### config.mk
export PLATFORM = sky130hd
export DESIGN_NAME = led_update_ctrl
export DESIGN_NICKNAME = d
export VERILOG_FILES = /design/src/rtl/led_pkg.sv /design/src/rtl/led_frame_timer.sv /design/src/rtl/led_update_ctrl.sv
export SDC_FILE = /design/constraint.sdc
export NUM_CORES = 1
export LEC_CHECK = 0
export ABC_AREA = 0
export CORE_AREA = 5 5 98 100
export CTS_CLUSTER_DIAMETER = 50
export DETAILED_ROUTE_END_ITERATION = 7
export DIE_AREA = 0 0 103 105
export PLACE_DENSITY = 0.63
export SYNTH_ARGS = -nofsm -noshare
export SYNTH_HDL_FRONTEND = slang
export SYNTH_SLANG_ARGS = --single-unit
export TNS_END_PERCENT = 50
### constraint.sdc
create_clock -name clk -period 3.7 [get_ports clk]
set_input_delay 0.925 -clock clk [delete_from_list [all_inputs] [get_ports clk]]
set_output_delay 0.925 -clock clk [all_outputs]
set_load 0.02 [all_outputs]
### src/rtl/led_pkg.sv
// led_pkg: shared constants, FSM encodings and helpers
// for the LED frame scheduler.
package led_pkg;

    localparam int LED_WIDTH          = 16;
    localparam int DEF_SHIFT_CYCLES   = 17;
    localparam int DEF_MIN_GAP        = 2;
    localparam int DEF_REFRESH_CYCLES = 0;

    localparam int STATE_W = 3;

    localparam logic [2:0] ST_INIT  = 3'd0;
    localparam logic [2:0] ST_IDLE  = 3'd1;
    localparam logic [2:0] ST_LOAD  = 3'd2;
    localparam logic [2:0] ST_SHIFT = 3'd3;
    localparam logic [2:0] ST_GAP   = 3'd4;

    // Bits needed to hold values 0..max_count (at least one).
    function automatic int cnt_width(input int max_count);
        int w;
        w = $clog2(max_count + 1);
        if (w < 1) w = 1;
        return w;
    endfunction

    function automatic int max3(input int a, input int b, input int c);
        int m;
        m = a;
        if (b > m) m = b;
        if (c > m) m = c;
        return m;
    endfunction

endpackage

### src/rtl/led_frame_timer.sv
// led_frame_timer: loadable down-counter that holds at zero
// and flags done while the count is zero.
module led_frame_timer #(
    parameter int W = 8
) (
    input  logic         clk,
    input  logic         rst_n,
    input  logic         load,
    input  logic [W-1:0] load_val,
    input  logic         en,
    output logic         done
);

    logic [W-1:0] count;

    // Load has priority; otherwise count down to zero and stay.
    always_ff @(posedge clk or negedge rst_n) begin
        if (!rst_n) begin
            count <= '0;
        end else if (load) begin
            count <= load_val;
        end else if (en && (count != '0)) begin
            count <= count - W'(1);
        end
    end

    assign done = (count == '0);

endmodule

### src/rtl/led_update_ctrl.sv
// led_update_ctrl: coalescing frame scheduler in front of the
// serial LED shift-register driver.
module led_update_ctrl
    import led_pkg::*;
#(
    parameter int WIDTH          = LED_WIDTH,
    parameter int SHIFT_CYCLES   = DEF_SHIFT_CYCLES,
    parameter int MIN_GAP        = DEF_MIN_GAP,
    parameter int REFRESH_CYCLES = DEF_REFRESH_CYCLES,
    parameter int INVERT         = 1
) (
    input  logic             clk,
    input  logic             rst_n,
    input  logic [WIDTH-1:0] in_data,
    input  logic             in_valid,
    output logic             in_ready,
    input  logic             force_req,
    output logic [WIDTH-1:0] out_num,
    output logic             out_start,
    output logic             busy,
    output logic [7:0]       ovr_cnt
);

    localparam int MAXC = max3(SHIFT_CYCLES, MIN_GAP, REFRESH_CYCLES);
    localparam int CW   = cnt_width(MAXC);

    localparam logic [CW-1:0] SH_LOAD  = CW'(SHIFT_CYCLES - 1);
    localparam logic [CW-1:0] GAP_LOAD =
        CW'((MIN_GAP > 0) ? MIN_GAP - 1 : 0);
    localparam logic [CW-1:0] REF_LOAD =
        CW'((REFRESH_CYCLES > 0) ? REFRESH_CYCLES - 1 : 0);

    localparam logic [WIDTH-1:0] RST_NUM =
        (INVERT != 0) ? {WIDTH{1'b1}} : {WIDTH{1'b0}};

    localparam bit HAS_GAP = (MIN_GAP > 0);
    localparam bit HAS_REF = (REFRESH_CYCLES > 0);

    if (SHIFT_CYCLES < 1) begin : g_bad_shift
        $error("led_update_ctrl: SHIFT_CYCLES must be >= 1");
    end
    if (MIN_GAP < 0) begin : g_bad_gap
        $error("led_update_ctrl: MIN_GAP must be >= 0");
    end
    if (REFRESH_CYCLES < 0) begin : g_bad_ref
        $error("led_update_ctrl: REFRESH_CYCLES must be >= 0");
    end

    logic [2:0]       state;
    logic [2:0]       state_nxt;
    logic [WIDTH-1:0] pend;
    logic [WIDTH-1:0] pend_nxt;
    logic             pend_v;
    logic             pend_v_nxt;
    logic [WIDTH-1:0] last_sent;
    logic [WIDTH-1:0] latest;
    logic [WIDTH-1:0] frame_data;
    logic             acc;
    logic             wr_word;
    logic             wr_force;
    logic             ovr_inc;
    logic             go_load;

    logic             sh_load;
    logic [CW-1:0]    sh_val;
    logic             sh_en;
    logic             sh_done;
    logic             ref_load;
    logic             ref_en;
    logic             ref_done;
    logic             ref_expire;

    assign in_ready  = (state != ST_INIT);
    assign out_start = (state == ST_LOAD);
    assign busy      = (state == ST_LOAD) ||
                       (state == ST_SHIFT) ||
                       (state == ST_GAP);

    // Holding-register update: latest word wins, equal words drop.
    always_comb begin
        latest     = pend_v ? pend : last_sent;
        acc        = in_valid && in_ready;
        wr_word    = acc && ((in_data != latest) || force_req);
        wr_force   = force_req && !pend_v && !wr_word;
        pend_nxt   = pend;
        pend_v_nxt = pend_v;
        if (wr_word) begin
            pend_nxt   = in_data;
            pend_v_nxt = 1'b1;
        end else if (wr_force) begin
            pend_nxt   = last_sent;
            pend_v_nxt = 1'b1;
        end
        ovr_inc = wr_word && pend_v;
    end

    // Frame sequencing; a pending word starts as soon as the window ends.
    always_comb begin
        state_nxt  = state;
        go_load    = 1'b0;
        frame_data = pend_nxt;
        ref_expire = HAS_REF && ref_done;
        unique case (state)
            ST_INIT: begin
                state_nxt  = ST_LOAD;
                go_load    = 1'b1;
                frame_data = '0;
            end
            ST_IDLE: begin
                if (pend_v_nxt) begin
                    state_nxt = ST_LOAD;
                    go_load   = 1'b1;
                end else if (ref_expire) begin
                    state_nxt  = ST_LOAD;
                    go_load    = 1'b1;
                    frame_data = last_sent;
                end
            end
            ST_LOAD: begin
                state_nxt = ST_SHIFT;
            end
            ST_SHIFT: begin
                if (sh_done) begin
                    if (HAS_GAP) begin
                        state_nxt = ST_GAP;
                    end else if (pend_v_nxt) begin
                        state_nxt = ST_LOAD;
                        go_load   = 1'b1;
                    end else begin
                        state_nxt = ST_IDLE;
                    end
                end
            end
            ST_GAP: begin
                if (sh_done) begin
                    if (pend_v_nxt) begin
                        state_nxt = ST_LOAD;
                        go_load   = 1'b1;
                    end else begin
                        state_nxt = ST_IDLE;
                    end
                end
            end
            default: begin
                state_nxt = ST_INIT;
            end
        endcase
    end

    // Window timer runs the shift period, then reloads for the gap.
    always_comb begin
        sh_load = (state == ST_LOAD) ||
                  ((state == ST_SHIFT) && sh_done);
        sh_val  = (state == ST_LOAD) ? SH_LOAD : GAP_LOAD;
        sh_en   = (state == ST_SHIFT) || (state == ST_GAP);
    end

    // Refresh timer only counts while idle; rearmed everywhere else.
    always_comb begin
        ref_load = (state != ST_IDLE);
        ref_en   = (state == ST_IDLE);
    end

    led_frame_timer #(
        .W(CW)
    ) u_win_timer (
        .clk      (clk),
        .rst_n    (rst_n),
        .load     (sh_load),
        .load_val (sh_val),
        .en       (sh_en),
        .done     (sh_done)
    );

    led_frame_timer #(
        .W(CW)
    ) u_ref_timer (
        .clk      (clk),
        .rst_n    (rst_n),
        .load     (ref_load),
        .load_val (REF_LOAD),
        .en       (ref_en),
        .done     (ref_done)
    );

    // FSM state register.
    always_ff @(posedge clk or negedge rst_n) begin
        if (!rst_n) begin
            state <= ST_INIT;
        end else begin
            state <= state_nxt;
        end
    end

    // Pending word and its valid flag; a frame load consumes it.
    always_ff @(posedge clk or negedge rst_n) begin
        if (!rst_n) begin
            pend   <= '0;
            pend_v <= 1'b0;
        end else begin
            pend <= pend_nxt;
            if ((state == ST_INIT) || go_load) begin
                pend_v <= 1'b0;
            end else begin
                pend_v <= pend_v_nxt;
            end
        end
    end

    // Output word and last-sent copy change only when entering LOAD.
    always_ff @(posedge clk or negedge rst_n) begin
        if (!rst_n) begin
            last_sent <= '0;
            out_num   <= RST_NUM;
        end else if (go_load) begin
            last_sent <= frame_data;
            out_num   <= (INVERT != 0) ? ~frame_data : frame_data;
        end
    end

    // Saturating count of pending words lost to newer ones.
    always_ff @(posedge clk or negedge rst_n) begin
        if (!rst_n) begin
            ovr_cnt <= '0;
        end else if (ovr_inc && (ovr_cnt != 8'hFF)) begin
            ovr_cnt <= ovr_cnt + 8'd1;
        end
    end

endmodule

==> flow_metrics.tcl <==
set metrics [dict create \
    numCtsBuffers 9 \
    cp_cell_sequence "nor2b_1 -> nand2_1 -> nand2_1 -> clkdlybuf4s50_1" \
    rows 34 \
    initial_utilization_pct 39.6 \
    drive_gt1_share_pct 24.9 \
    routed.top_layer "met4" \
    clk_root_buffer_cell "clkbuf_8" \
    fin_skew_ps 13.8 \
    syn_inst 285 \
    ir_drop_v 0.000235 \
    via_count 2379 \
    ctsHtreeMaxLevel 3 \
    ys_top_cells_by_count "49 x dfrtp_1, 24 x mux2_2" \
    min_period_ps 3090 \
    first_global_vias 2457 \
    fin_nets 358 \
    ios 47 \
    period_share_pct 83.5 \
    drtAntennaViolNets 0 \
    grt_overflow 0 \
    synth_edf_count 0 \
    leakagePower_uw 0.00183 \
    seq_area_frac_synth_pct 48.3 \
    synthToLayoutAreaGrowth_pct 23.3 \
    setup_tns_ps 0 \
    core_region_area_mm2 0.00859 \
    final_core_util_pct 48.9 \
    clock_sinks 65 \
    hold_buffers 0 \
    drv_cap 0 \
    slowest_delay_ps 650 \
    instances_no_fill 449 \
    antennaDiodeCount 0 \
    die_area_mm2 0.0108 \
    slowest_stage "dfrtp_1" \
    worstSetupPathType "register to output pin" \
    grt_max_degree 42 \
    cp-end-kind "output pin" \
    clock.fmax_mhz 324 \
    yosys.area.top_type "dfrtp_1" \
    cts.clk_slew.worst_paths_ps 70 \
    grt_pass1_wl_mm 12.3 \
    avgViaCountPerCell 5.30 \
    async_flop_share_pct 100 \
    setup_viol 0 \
    ys_top_cells_by_area "dfrtp_1 36%, dfstp_2 12%, mux2_2 7.9%" \
    wl_met3_um 234 \
    hpwlAfterDp_mm 5.04 \
    wl_mm 7.36 \
    syn_area_mm2 0.00341 \
    num-fill-cells 807 \
    finalWeightedCongestion 0.755 \
    drt_iter0_markers 76 \
    wl_per_cell_um 16.4 \
    synth_ff_type "dfrtp_1" \
    cts_setup_buffers 0 \
    antenna_found_initial 0 \
    hold_class "register to register" \
    wl_met1_mm 3.49 \
    dr.pass1.iters 4 \
    ys_warn_count 0 \
    synth.distinct_cells 50 \
    status "finished, final reports clean" \
    netlist.area_leader.share_pct 36.0 \
    cts_resized 0 \
    die_w_um 103 \
    slew_violations 0 \
    synth.avg_cell_area_um2 12.0 \
    worstSetupStartpointType "register" \
    clock_latency_ps 340 \
    critical_path.startpoint "state[2]" \
    synth_seq_cells 65 \
    io_buffers 46 \
    floorplan.die.height_um 105 \
    track_usage_pct 14.5 \
    cts_buffer_depth 2 \
    worst-path-max-fanout 17 \
    synth.most_common_cell "dfrtp_1" \
    wl_met2_mm 3.56 \
    dp.cells 433 \
    powerDensity_mw_per_mm2 474 \
    drc 0 \
    holdCritStartpoint "out_num[3]" \
    arrival_ps 2160 \
    cp.required_ps 2770 \
    syn_nets 307 \
    r2r_start "pend_v" \
    crit_path_frequent_cell "nand2_1" \
    worst_pin_slew_ps 542 \
    rsz0062_at_grt "false" \
    finalHoldViolCount 0 \
    cts_tree "done" \
    relSlewSlack_pct 63.9 \
]
## stage by stage
| stage | hold slack, ps | area [µm²] | worst slack, ps | total power, µW |
|---|---|---|---|---|
| final | 505 | 4200 | 612 | 1990 |
| after detailed placement | 487 | 3980 | 301 | 1340 |
| after global routing | 514 | 4200 | 552 | 2090 |
| after floorplan | 491 | 3410 | 1020 | 1140 |
| after global placement | 486 | 3980 | 392 | 1330 |
| after CTS | 507 | 4200 | 633 | 2020 |
## metal layers
metal	track usage (%)	vias to the layer above
met1	20.0	1176
met5	0	-
met3	3.66	5
met4	4.72	0
met2	22.2	34
li1	-	1164
## power by group
part	leakage [µW]	switching (µW)	internal (µW)	total [µW]
clock	0.000106	288	379	667
sequential	0.000750	88.3	814	902
combinational	0.000971	194	229	423
## placed cells by master (no fill, tap or decap), types with 3 or more instances in the layout
cell type	netlist	final
nand2_1	13	13
nand4_1	4	4
mux2_2	24	24
buf_4	1	11
a2bb2oi_1	16	16
a21oi_1	8	8
clkdlybuf4s50_1	0	45
dfstp_2	16	16
mux2i_1	16	16
dfrtp_1	49	49
mux2_4	8	8
xnor2_1	12	12
nor2_1	11	11
a21boi_0	3	3
o31ai_1	3	3
a22o_1	16	16
nand2b_1	4	4
o21ai_0	9	9
xor2_1	10	10
inv_1	5	5
clkbuf_8	0	9
nor3_1	9	9
## registers in the layout, indices dropped and copies added (netlist names)
register,count
pend,16
out_num,16
last_sent,16
state,3
ovr_cnt,8
u_win_timer.count,5
pend_v,1
## critical path, delay by kind of cell, from the launching register on
kind / cells / cell delay, ps
buf+inv: 1 / 590
flops: 1 / 650
simple gates: 3 / 590
## cell type report
| cell class | count | area (µm²) | share of cell area, % |
|---|---|---|---|
| sequential | 65 | 1650 | 39.2 |
| multi-input combinational | 198 | 1650 | 39.2 |
| timing repair buffer | 57 | 538 | 12.8 |
| tap | 108 | 135 | 3.22 |
| clock buffer | 9 | 124 | 2.95 |
| clock inverter | 7 | 93.8 | 2.23 |
| inverter | 5 | 18.8 | 0.447 |
## worst paths after layout
check                                        to  slack (ps)  cells after the start
min in group asynchronous          last_sent[3]         580                      2
min                                  out_num[3]         500                      1
max                                        busy         610                      4
max in group asynchronous  u_win_timer.count[0]        2650                      2
min reg2reg                          out_num[3]         500                      1
max reg2reg                        last_sent[5]         770                      9
## logic make-up (layout without fill, tap and decap cells)
logic type / Yosys count / count (layout) / share of synthesized area, %
AOI/OAI and AO/OA: 68 / 68 / 16.0
DFF: 65 / 65 / 48.3
and+or+nand+nor: 57 / 57 / 9.07
muxes: 49 / 49 / 16.5
xor gates and xnor gates: 22 / 22 / 5.66
buffers and inverters: 22 / 78 / 3.75
adders and majority gates: 2 / 2 / 0.734
No activity file was read; power rests on OpenSTA's default activity.
